[config.mk]
export PLATFORM = sky130hd
export DESIGN_NAME = commit_alloc
export DESIGN_NICKNAME = d
export VERILOG_FILES = /design/src/rtl/commit_alloc.sv
export SDC_FILE = /design/constraint.sdc
export NUM_CORES = 1
export LEC_CHECK = 0
export CORE_UTILIZATION = 55
export CTS_BUF_LIST = sky130_fd_sc_hd__clkbuf_16
export DETAILED_ROUTE_END_ITERATION = 8
export PLACE_DENSITY_LB_ADDON = 0.05
export SLEW_MARGIN = 20
export SYNTH_ARGS = -nofsm -noshare
export SYNTH_HDL_FRONTEND = slang
export SYNTH_HIERARCHICAL = 1
export SYNTH_SLANG_ARGS = --single-unit
[constraint.sdc]
create_clock -name clk -period 16.6 [get_ports clk]
set_clock_uncertainty 0.15 [all_clocks]
set_input_delay 2.49 -clock clk [delete_from_list [all_inputs] [get_ports clk]]
set_output_delay 2.49 -clock clk [all_outputs]
set_load 0.005 [all_outputs]
[src/rtl/commit_alloc.sv]
// Commit-slot allocator: circular pool of NCOMMIT commit stations with head/tail/count,
// a live-slot bitmap, per-cycle alloc/retire, and branch/trap rollback of the tail.

module commit_alloc_slot #(
  parameter int LNCOMMIT = 5,
  parameter int IDX      = 0
) (
  input  logic [LNCOMMIT-1:0] i_head,
  input  logic [LNCOMMIT-1:0] i_tail,
  input  logic [LNCOMMIT:0]   i_ret,
  input  logic [LNCOMMIT:0]   i_dist,
  input  logic [LNCOMMIT-1:0] i_alloc_count,
  input  logic                i_alloc_ok,
  input  logic                i_flush_ok,
  input  logic                i_valid,
  output logic                o_valid
);
  logic [LNCOMMIT-1:0] w_off_h;
  logic [LNCOMMIT-1:0] w_off_t;
  logic                w_retired;
  logic                w_kept;
  logic                w_alloced;

  // Offsets from head/tail turn wrapping ranges into simple magnitude compares.
  assign w_off_h   = LNCOMMIT'(IDX) - i_head;
  assign w_off_t   = LNCOMMIT'(IDX) - i_tail;
  assign w_retired = {1'b0, w_off_h} < i_ret;
  assign w_kept    = {1'b0, w_off_h} < i_dist;
  assign w_alloced = i_alloc_ok && (w_off_t < i_alloc_count);

  always_comb begin
    if (i_flush_ok) o_valid = i_valid && !w_retired && w_kept;
    else            o_valid = (i_valid && !w_retired) || w_alloced;
  end
endmodule

module commit_alloc #(
  parameter int NCOMMIT  = 32,
  parameter int LNCOMMIT = 5,
  parameter int NRETIRE  = 8,
  parameter int LNRETIRE = 4
) (
  input  logic                clk,
  input  logic                reset,
  input  logic [LNCOMMIT-1:0] alloc_count,
  input  logic [LNRETIRE-1:0] retire_count,
  input  logic                flush,
  input  logic [LNCOMMIT-1:0] flush_addr,
  input  logic                flush_keep,
  output logic [LNCOMMIT-1:0] next_start,
  output logic [LNCOMMIT-1:0] current_start,
  output logic [LNCOMMIT:0]   current_available,
  output logic [NCOMMIT-1:0]  commit_valid,
  output logic                empty,
  output logic                full,
  output logic                alloc_err
);
  localparam int CW = LNCOMMIT + 1;
  localparam logic [CW-1:0] NC = CW'(NCOMMIT);
  localparam logic [CW-1:0] NR = (NRETIRE < NCOMMIT) ? CW'(NRETIRE) : CW'(NCOMMIT);

  logic [LNCOMMIT-1:0] r_head, r_tail;
  logic [CW-1:0]       r_count;
  logic [NCOMMIT-1:0]  r_valid;
  logic                r_err;
  logic [CW-1:0]       r_avail;
  logic                r_empty, r_full;

  logic [CW-1:0]       w_ret_req;
  logic [CW-1:0]       w_ret;
  logic                w_ret_err;
  logic                w_flush_live;
  logic                w_flush_ok;
  logic                w_flush_bad;
  logic [CW-1:0]       w_dist;
  logic [CW:0]         w_room;
  logic                w_alloc_ok;
  logic                w_alloc_bad;
  logic [LNCOMMIT-1:0] w_head_n, w_tail_n;
  logic [CW-1:0]       w_count_n;
  logic [NCOMMIT-1:0]  w_valid_n;

  // Retire is bounded by live slots and by the commit path's per-clock limit.
  assign w_ret_req = CW'(retire_count);
  assign w_ret_err = w_ret_req > r_count;
  always_comb begin
    w_ret = (w_ret_req < r_count) ? w_ret_req : r_count;
    if (w_ret > NR) w_ret = NR;
  end

  // With an empty pool there is nothing to check the flush point against.
  assign w_flush_live = r_valid[flush_addr] || (r_count == '0);
  assign w_flush_ok   = flush && w_flush_live;
  assign w_flush_bad  = flush && !w_flush_live;
  assign w_dist       = {1'b0, flush_addr - r_head} + CW'(flush_keep);

  assign w_room      = {1'b0, NC - r_count} + {1'b0, w_ret};
  assign w_alloc_ok  = !flush && ({1'b0, CW'(alloc_count)} <= w_room);
  assign w_alloc_bad = !flush && !w_alloc_ok;

  always_comb begin
    w_head_n  = r_head + w_ret[LNCOMMIT-1:0];
    w_tail_n  = r_tail;
    w_count_n = r_count - w_ret;
    if (w_flush_ok) begin
      w_tail_n  = r_head + w_dist[LNCOMMIT-1:0];
      w_count_n = (w_ret > w_dist) ? '0 : (w_dist - w_ret);
      if (w_ret > w_dist) w_head_n = r_head + w_dist[LNCOMMIT-1:0];
    end else if (w_alloc_ok) begin
      w_tail_n  = r_tail + alloc_count;
      w_count_n = r_count + CW'(alloc_count) - w_ret;
    end
  end

  for (genvar i = 0; i < NCOMMIT; i++) begin : g_slot
    commit_alloc_slot #(.LNCOMMIT(LNCOMMIT), .IDX(i)) u_slot (
      .i_head       (r_head),
      .i_tail       (r_tail),
      .i_ret        (w_ret),
      .i_dist       (w_dist),
      .i_alloc_count(alloc_count),
      .i_alloc_ok   (w_alloc_ok),
      .i_flush_ok   (w_flush_ok),
      .i_valid      (r_valid[i]),
      .o_valid      (w_valid_n[i])
    );
  end

  always_ff @(posedge clk) begin
    if (reset) begin
      r_head  <= '0;
      r_tail  <= '0;
      r_count <= '0;
      r_valid <= '0;
      r_err   <= 1'b0;
      r_avail <= NC;
      r_empty <= 1'b1;
      r_full  <= 1'b0;
    end else begin
      r_head  <= w_head_n;
      r_tail  <= w_tail_n;
      r_count <= w_count_n;
      r_valid <= w_valid_n;
      r_err   <= r_err || w_ret_err || w_flush_bad || w_alloc_bad;
      r_avail <= NC - w_count_n;
      r_empty <= (w_count_n == '0);
      r_full  <= (w_count_n == NC);
    end
  end

  assign next_start        = r_tail;
  assign current_start     = r_head;
  assign current_available = r_avail;
  assign commit_valid      = r_valid;
  assign empty             = r_empty;
  assign full              = r_full;
  assign alloc_err         = r_err;
endmodule
==> impl_metrics.prom <==
# TYPE chip_impl_metric gauge
chip_impl_info{name="status",value="finished clean"} 1
chip_impl_metric{name="synth.cell_area",unit="µm²"} 17800
chip_impl_metric{name="p_clk_share",unit="%"} 3.1
chip_impl_metric{name="power_per_cell_area",unit="nW/µm²"} 210
chip_impl_metric{name="max-clock-path-buffers",unit=""} 2
chip_impl_metric{name="power.combinational.fraction",unit="%"} 89.8
chip_impl_metric{name="die_y",unit="µm"} 182
chip_impl_metric{name="worst_ir_drop_vdd",unit="mV"} 0.212
chip_impl_metric{name="dp_hpwl",unit="µm"} 34400
chip_impl_metric{name="dieArea",unit="µm²"} 33100
chip_impl_info{name="synth_top_family_by_area",value="adder cells"} 1
chip_impl_metric{name="chipWidth",unit="µm"} 182
chip_impl_metric{name="remaining_drc_errors",unit=""} 0
chip_impl_metric{name="cts_buffers",unit=""} 5
chip_impl_info{name="timing.critical_path.slowest_stage_cell",value="buf_4"} 1
chip_impl_metric{name="ys_async_sr_fraction",unit="%"} 0
chip_impl_metric{name="switching_power",unit="µW"} 2300
chip_impl_metric{name="post-route-period-util",unit="%"} 51.6
chip_impl_metric{name="post_cts_resize_count",unit=""} 0
chip_impl_metric{name="routedWlPerCell",unit="µm"} 17.3
chip_impl_metric{name="layout.filler_cells",unit=""} 2979
chip_impl_metric{name="min_path_cells",unit=""} 2
chip_impl_info{name="worst_setup_path_start_kind",value="input port"} 1
chip_impl_metric{name="via_per_inst",unit=""} 5.54
chip_impl_metric{name="yosysWarnings",unit=""} 6
chip_impl_metric{name="max_stage_delay",unit="ns"} 0.62
chip_impl_metric{name="p_leak",unit="µW"} 0.0104
chip_impl_metric{name="portBuffers",unit=""} 68
chip_impl_info{name="cts_tree",value="built"} 1
chip_impl_metric{name="final.setup.tns",unit="ns"} 0
chip_impl_info{name="mostFrequentLayoutCells",value="inv_1, ha_1, a21oi_1"} 1
chip_impl_metric{name="grt-ovfl-total",unit=""} 0
chip_impl_metric{name="finish.utilization",unit="%"} 61.9
chip_impl_metric{name="grt_pass1_vias",unit=""} 16083
chip_impl_metric{name="ys_seq_elements",unit=""} 56
chip_impl_metric{name="drt_pre_antenna_iters",unit=""} 5
chip_impl_metric{name="max_slew_headroom_at_the_worst_pin",unit="%"} 37.8
chip_impl_metric{name="floorplan.initialDensity",unit="%"} 56.1
chip_impl_metric{name="syn2layout_area_growth",unit="%"} 10.3
chip_impl_metric{name="finalHoldViolCount",unit=""} 0
chip_impl_metric{name="insertedDiodeCount",unit=""} 0
chip_impl_metric{name="synth.distinct_cells",unit=""} 60
chip_impl_info{name="top_family_by_delay_on_critical_path",value="buffers and inverters"} 1
chip_impl_metric{name="grt_first_pass_wirelength",unit="µm"} 84600
chip_impl_metric{name="pin_count_of_the_biggest_net_entering_global_routing",unit=""} 74
chip_impl_metric{name="timing.critical_path.buf_inv",unit=""} 5
chip_impl_metric{name="synth_enable_flop_cells",unit=""} 0
chip_impl_info{name="final_common_cell",value="inv_1"} 1
chip_impl_metric{name="rows",unit=""} 65
chip_impl_metric{name="stdcell_area",unit="µm²"} 19600
chip_impl_metric{name="synth-compound-area-share",unit="%"} 18.7
chip_impl_metric{name="drt-total-wl",unit="µm"} 52300
chip_impl_metric{name="drt_iter0_markers",unit=""} 1154
chip_impl_metric{name="maxCapViolations",unit=""} 0
chip_impl_metric{name="yosys.area_share.adder",unit="%"} 35.8
chip_impl_metric{name="count_of_vias_placed_by_the_detailed_router",unit=""} 16745
chip_impl_metric{name="insertion_delay",unit="ns"} 0.33
chip_impl_metric{name="place.gp.congestion",unit=""} 0.820
chip_impl_metric{name="synth_cells",unit=""} 2455
chip_impl_metric{name="ioPinCount",unit=""} 69
chip_impl_metric{name="cts-hold-fix-buffers",unit=""} 0
chip_impl_metric{name="power.sequential.fraction",unit="%"} 7.1
chip_impl_info{name="critPathKind",value="input port to flip-flop"} 1
chip_impl_metric{name="grt.total_usage",unit="%"} 32.3
chip_impl_info{name="cts-root-buf",value="clkbuf_16"} 1
chip_impl_metric{name="clock.fmax",unit="MHz"} 117
chip_impl_metric{name="layout_min_cycle_time",unit="ns"} 8.57
chip_impl_info{name="end_kind",value="flip-flop"} 1
chip_impl_metric{name="worstPathMaxFanout",unit=""} 38
chip_impl_metric{name="clock_sink_count",unit=""} 56
chip_impl_metric{name="power.switching_fraction",unit="%"} 55.9
chip_impl_metric{name="timing.critical_path.arrival",unit="ns"} 8.66
chip_impl_metric{name="nNetsFinal",unit=""} 3139
chip_impl_metric{name="postRouteAntennaNets",unit=""} 0
chip_impl_metric{name="worst_pin_slew",unit="ns"} 0.933
chip_impl_metric{name="seq_area_frac_synth",unit="%"} 6.30
chip_impl_metric{name="finalMaxSlewViolations",unit=""} 0
chip_impl_metric{name="cts_setup_buffers",unit=""} 0
chip_impl_metric{name="worstPathRequired",unit="ns"} 16.69
chip_impl_info{name="hp-class",value="flip-flop to flip-flop"} 1
chip_impl_metric{name="worstRegToRegCells",unit=""} 26
chip_impl_metric{name="number_of_antenna_violations_at_the_first_check_in_global_routing",unit=""} 0
chip_impl_metric{name="setup-violations-final",unit=""} 0
chip_impl_metric{name="internal_power",unit="µW"} 1820
chip_impl_metric{name="cts.htree.levels",unit=""} 2
chip_impl_metric{name="synthesis.area_per_instance",unit="µm²"} 7.25
chip_impl_metric{name="synth_simple_gate_area_share",unit="%"} 16.0
chip_impl_info{name="synth-main-ff-cell",value="dfxtp_1"} 1
chip_impl_metric{name="core_region_area",unit="µm²"} 31700
chip_impl_metric{name="clk_pin_slew_worst_paths",unit="ns"} 0.09
chip_impl_metric{name="placed_cell_area",unit="µm²"} 19500
chip_impl_metric{name="worstSetupPathDepth",unit=""} 26
chip_impl_info{name="grt_setup_unrepaired",value="no"} 1
chip_impl_metric{name="muxShareOfSynthArea",unit="%"} 2.09
chip_impl_metric{name="post_synth_xor_area_fraction",unit="%"} 8.46
chip_impl_metric{name="drive_gt1_share",unit="%"} 4.20
registers in the layout, summed over array words and instances (netlist names):
| register | cells |
|---|---|
| alloc_err | 1 |
| commit_valid | 32 |
| current_available | 5 |
| current_start | 5 |
| empty | 1 |
| full | 1 |
| next_start | 5 |
| r_count | 6 |
layer usage:
layer / vias to the layer above / track usage, % / share of wire, % / wire, µm
li1: 8392 / - / - / -
met1: 7804 / 42.2 / 45 / 23800
met2: 455 / 55.7 / 46 / 24000
met3: 94 / 2.81 / 6.0 / 3130
met4: 0 / 10.5 / 2.8 / 1470
met5: - / 0 / 0 / 0
area by class of cell:
type / count / area [µm²] / share of cell area (%)
Clock buffer: 5 / 125 / 0.637
Clock inverter: 3 / 26.3 / 0.134
Inverter: 574 / 2160 / 11.0
Multi-Input combinational cell: 1881 / 14800 / 75.2
Sequential cell: 56 / 1140 / 5.82
Tap cell: 402 / 503 / 2.56
Timing Repair Buffer: 100 / 911 / 4.64
kinds of logic after synthesis:
kind of cell,count (synthesis)
xor gates and xnor gates,172
adders and majority gates,503
AOI/OAI and AO/OA,544
buffers and inverters,586
DFF,56
other,2
muxes,24
and+or+nand+nor,568
power by group through the flow:
| stage | clock network (µW) | logic (µW) | registers [µW] |
|---|---|---|---|
| 4_1_cts | 132 | 3690 | 292 |
| 2_1_floorplan | 0 | 2650 | 339 |
| 3_5_place_dp | 0 | 3660 | 294 |
| 5_1_grt | 133 | 4250 | 299 |
| 6_report | 127 | 3700 | 292 |
| 3_3_place_gp | 0 | 3480 | 297 |
per-stage QoR:
stage	total power (µW)	hold WS, ns	cells	setup slack [ns]
2_1_floorplan	2990	0.323	2523	6.94
3_3_place_gp	3780	0.392	3013	7.85
3_5_place_dp	3960	0.378	3013	7.72
4_1_cts	4110	0.401	3021	8.06
5_1_grt	4680	0.441	3021	7.52
6_report	4120	0.412	3021	8.03
synth_stat cells, types with 2 or more instances:
library cell	instances	share of area, %
fa_1	12	1.3
and2_0	17	0.60
nand2b_1	34	1.2
a211oi_1	8	0.34
nor3_1	22	0.62
o21ai_0	114	3.2
or2_2	2	0.070
a21oi_2	2	0.098
buf_4	4	0.17
o21bai_1	3	0.13
a21boi_0	19	0.80
nand3_1	52	1.5
mux2i_1	15	0.84
and2_1	39	1.4
nor2_1	135	2.8
conb_1	2	0.042
nor2b_1	95	3.3
nand2_1	144	3.0
buf_6	2	0.13
a32o_1	7	0.39
a21oi_1	157	4.4
a31oi_1	36	1.3
xor2_1	85	4.2
inv_1	573	12
a21o_1	54	2.3
nor3b_1	8	0.34
o22ai_1	25	0.88
nand3b_1	3	0.13
dfxtp_1	56	6.3
and3_1	4	0.14
o211ai_1	9	0.38
o21a_1	10	0.42
o21ai_2	32	1.6
nand2b_4	8	0.62
a22o_2	2	0.11
mux4_1	8	1.2
xnor2_1	87	4.3
o211a_1	2	0.11
a41oi_1	7	0.34
clkbuf_1	4	0.084
o21ai_1	48	1.3
ha_1	491	34
final timing paths:
kind / start / to / slack [ns]
setup / recovery: retire_count[1] / next_start[4] / 8.03
hold / removal: alloc_err / alloc_err / 0.41
setup reg to reg: r_count[1] / next_start[4] / 10.09
hold reg to reg: alloc_err / alloc_err / 0.41
tightest hold or removal path, delay by kind of cell, from the launching register on:
kind / cells / cell delay [ns]
flip-flops: 1 / 0.38
AND/OR/NAND/NOR: 2 / 0.15
No activity file was read; power rests on OpenSTA's default activity.
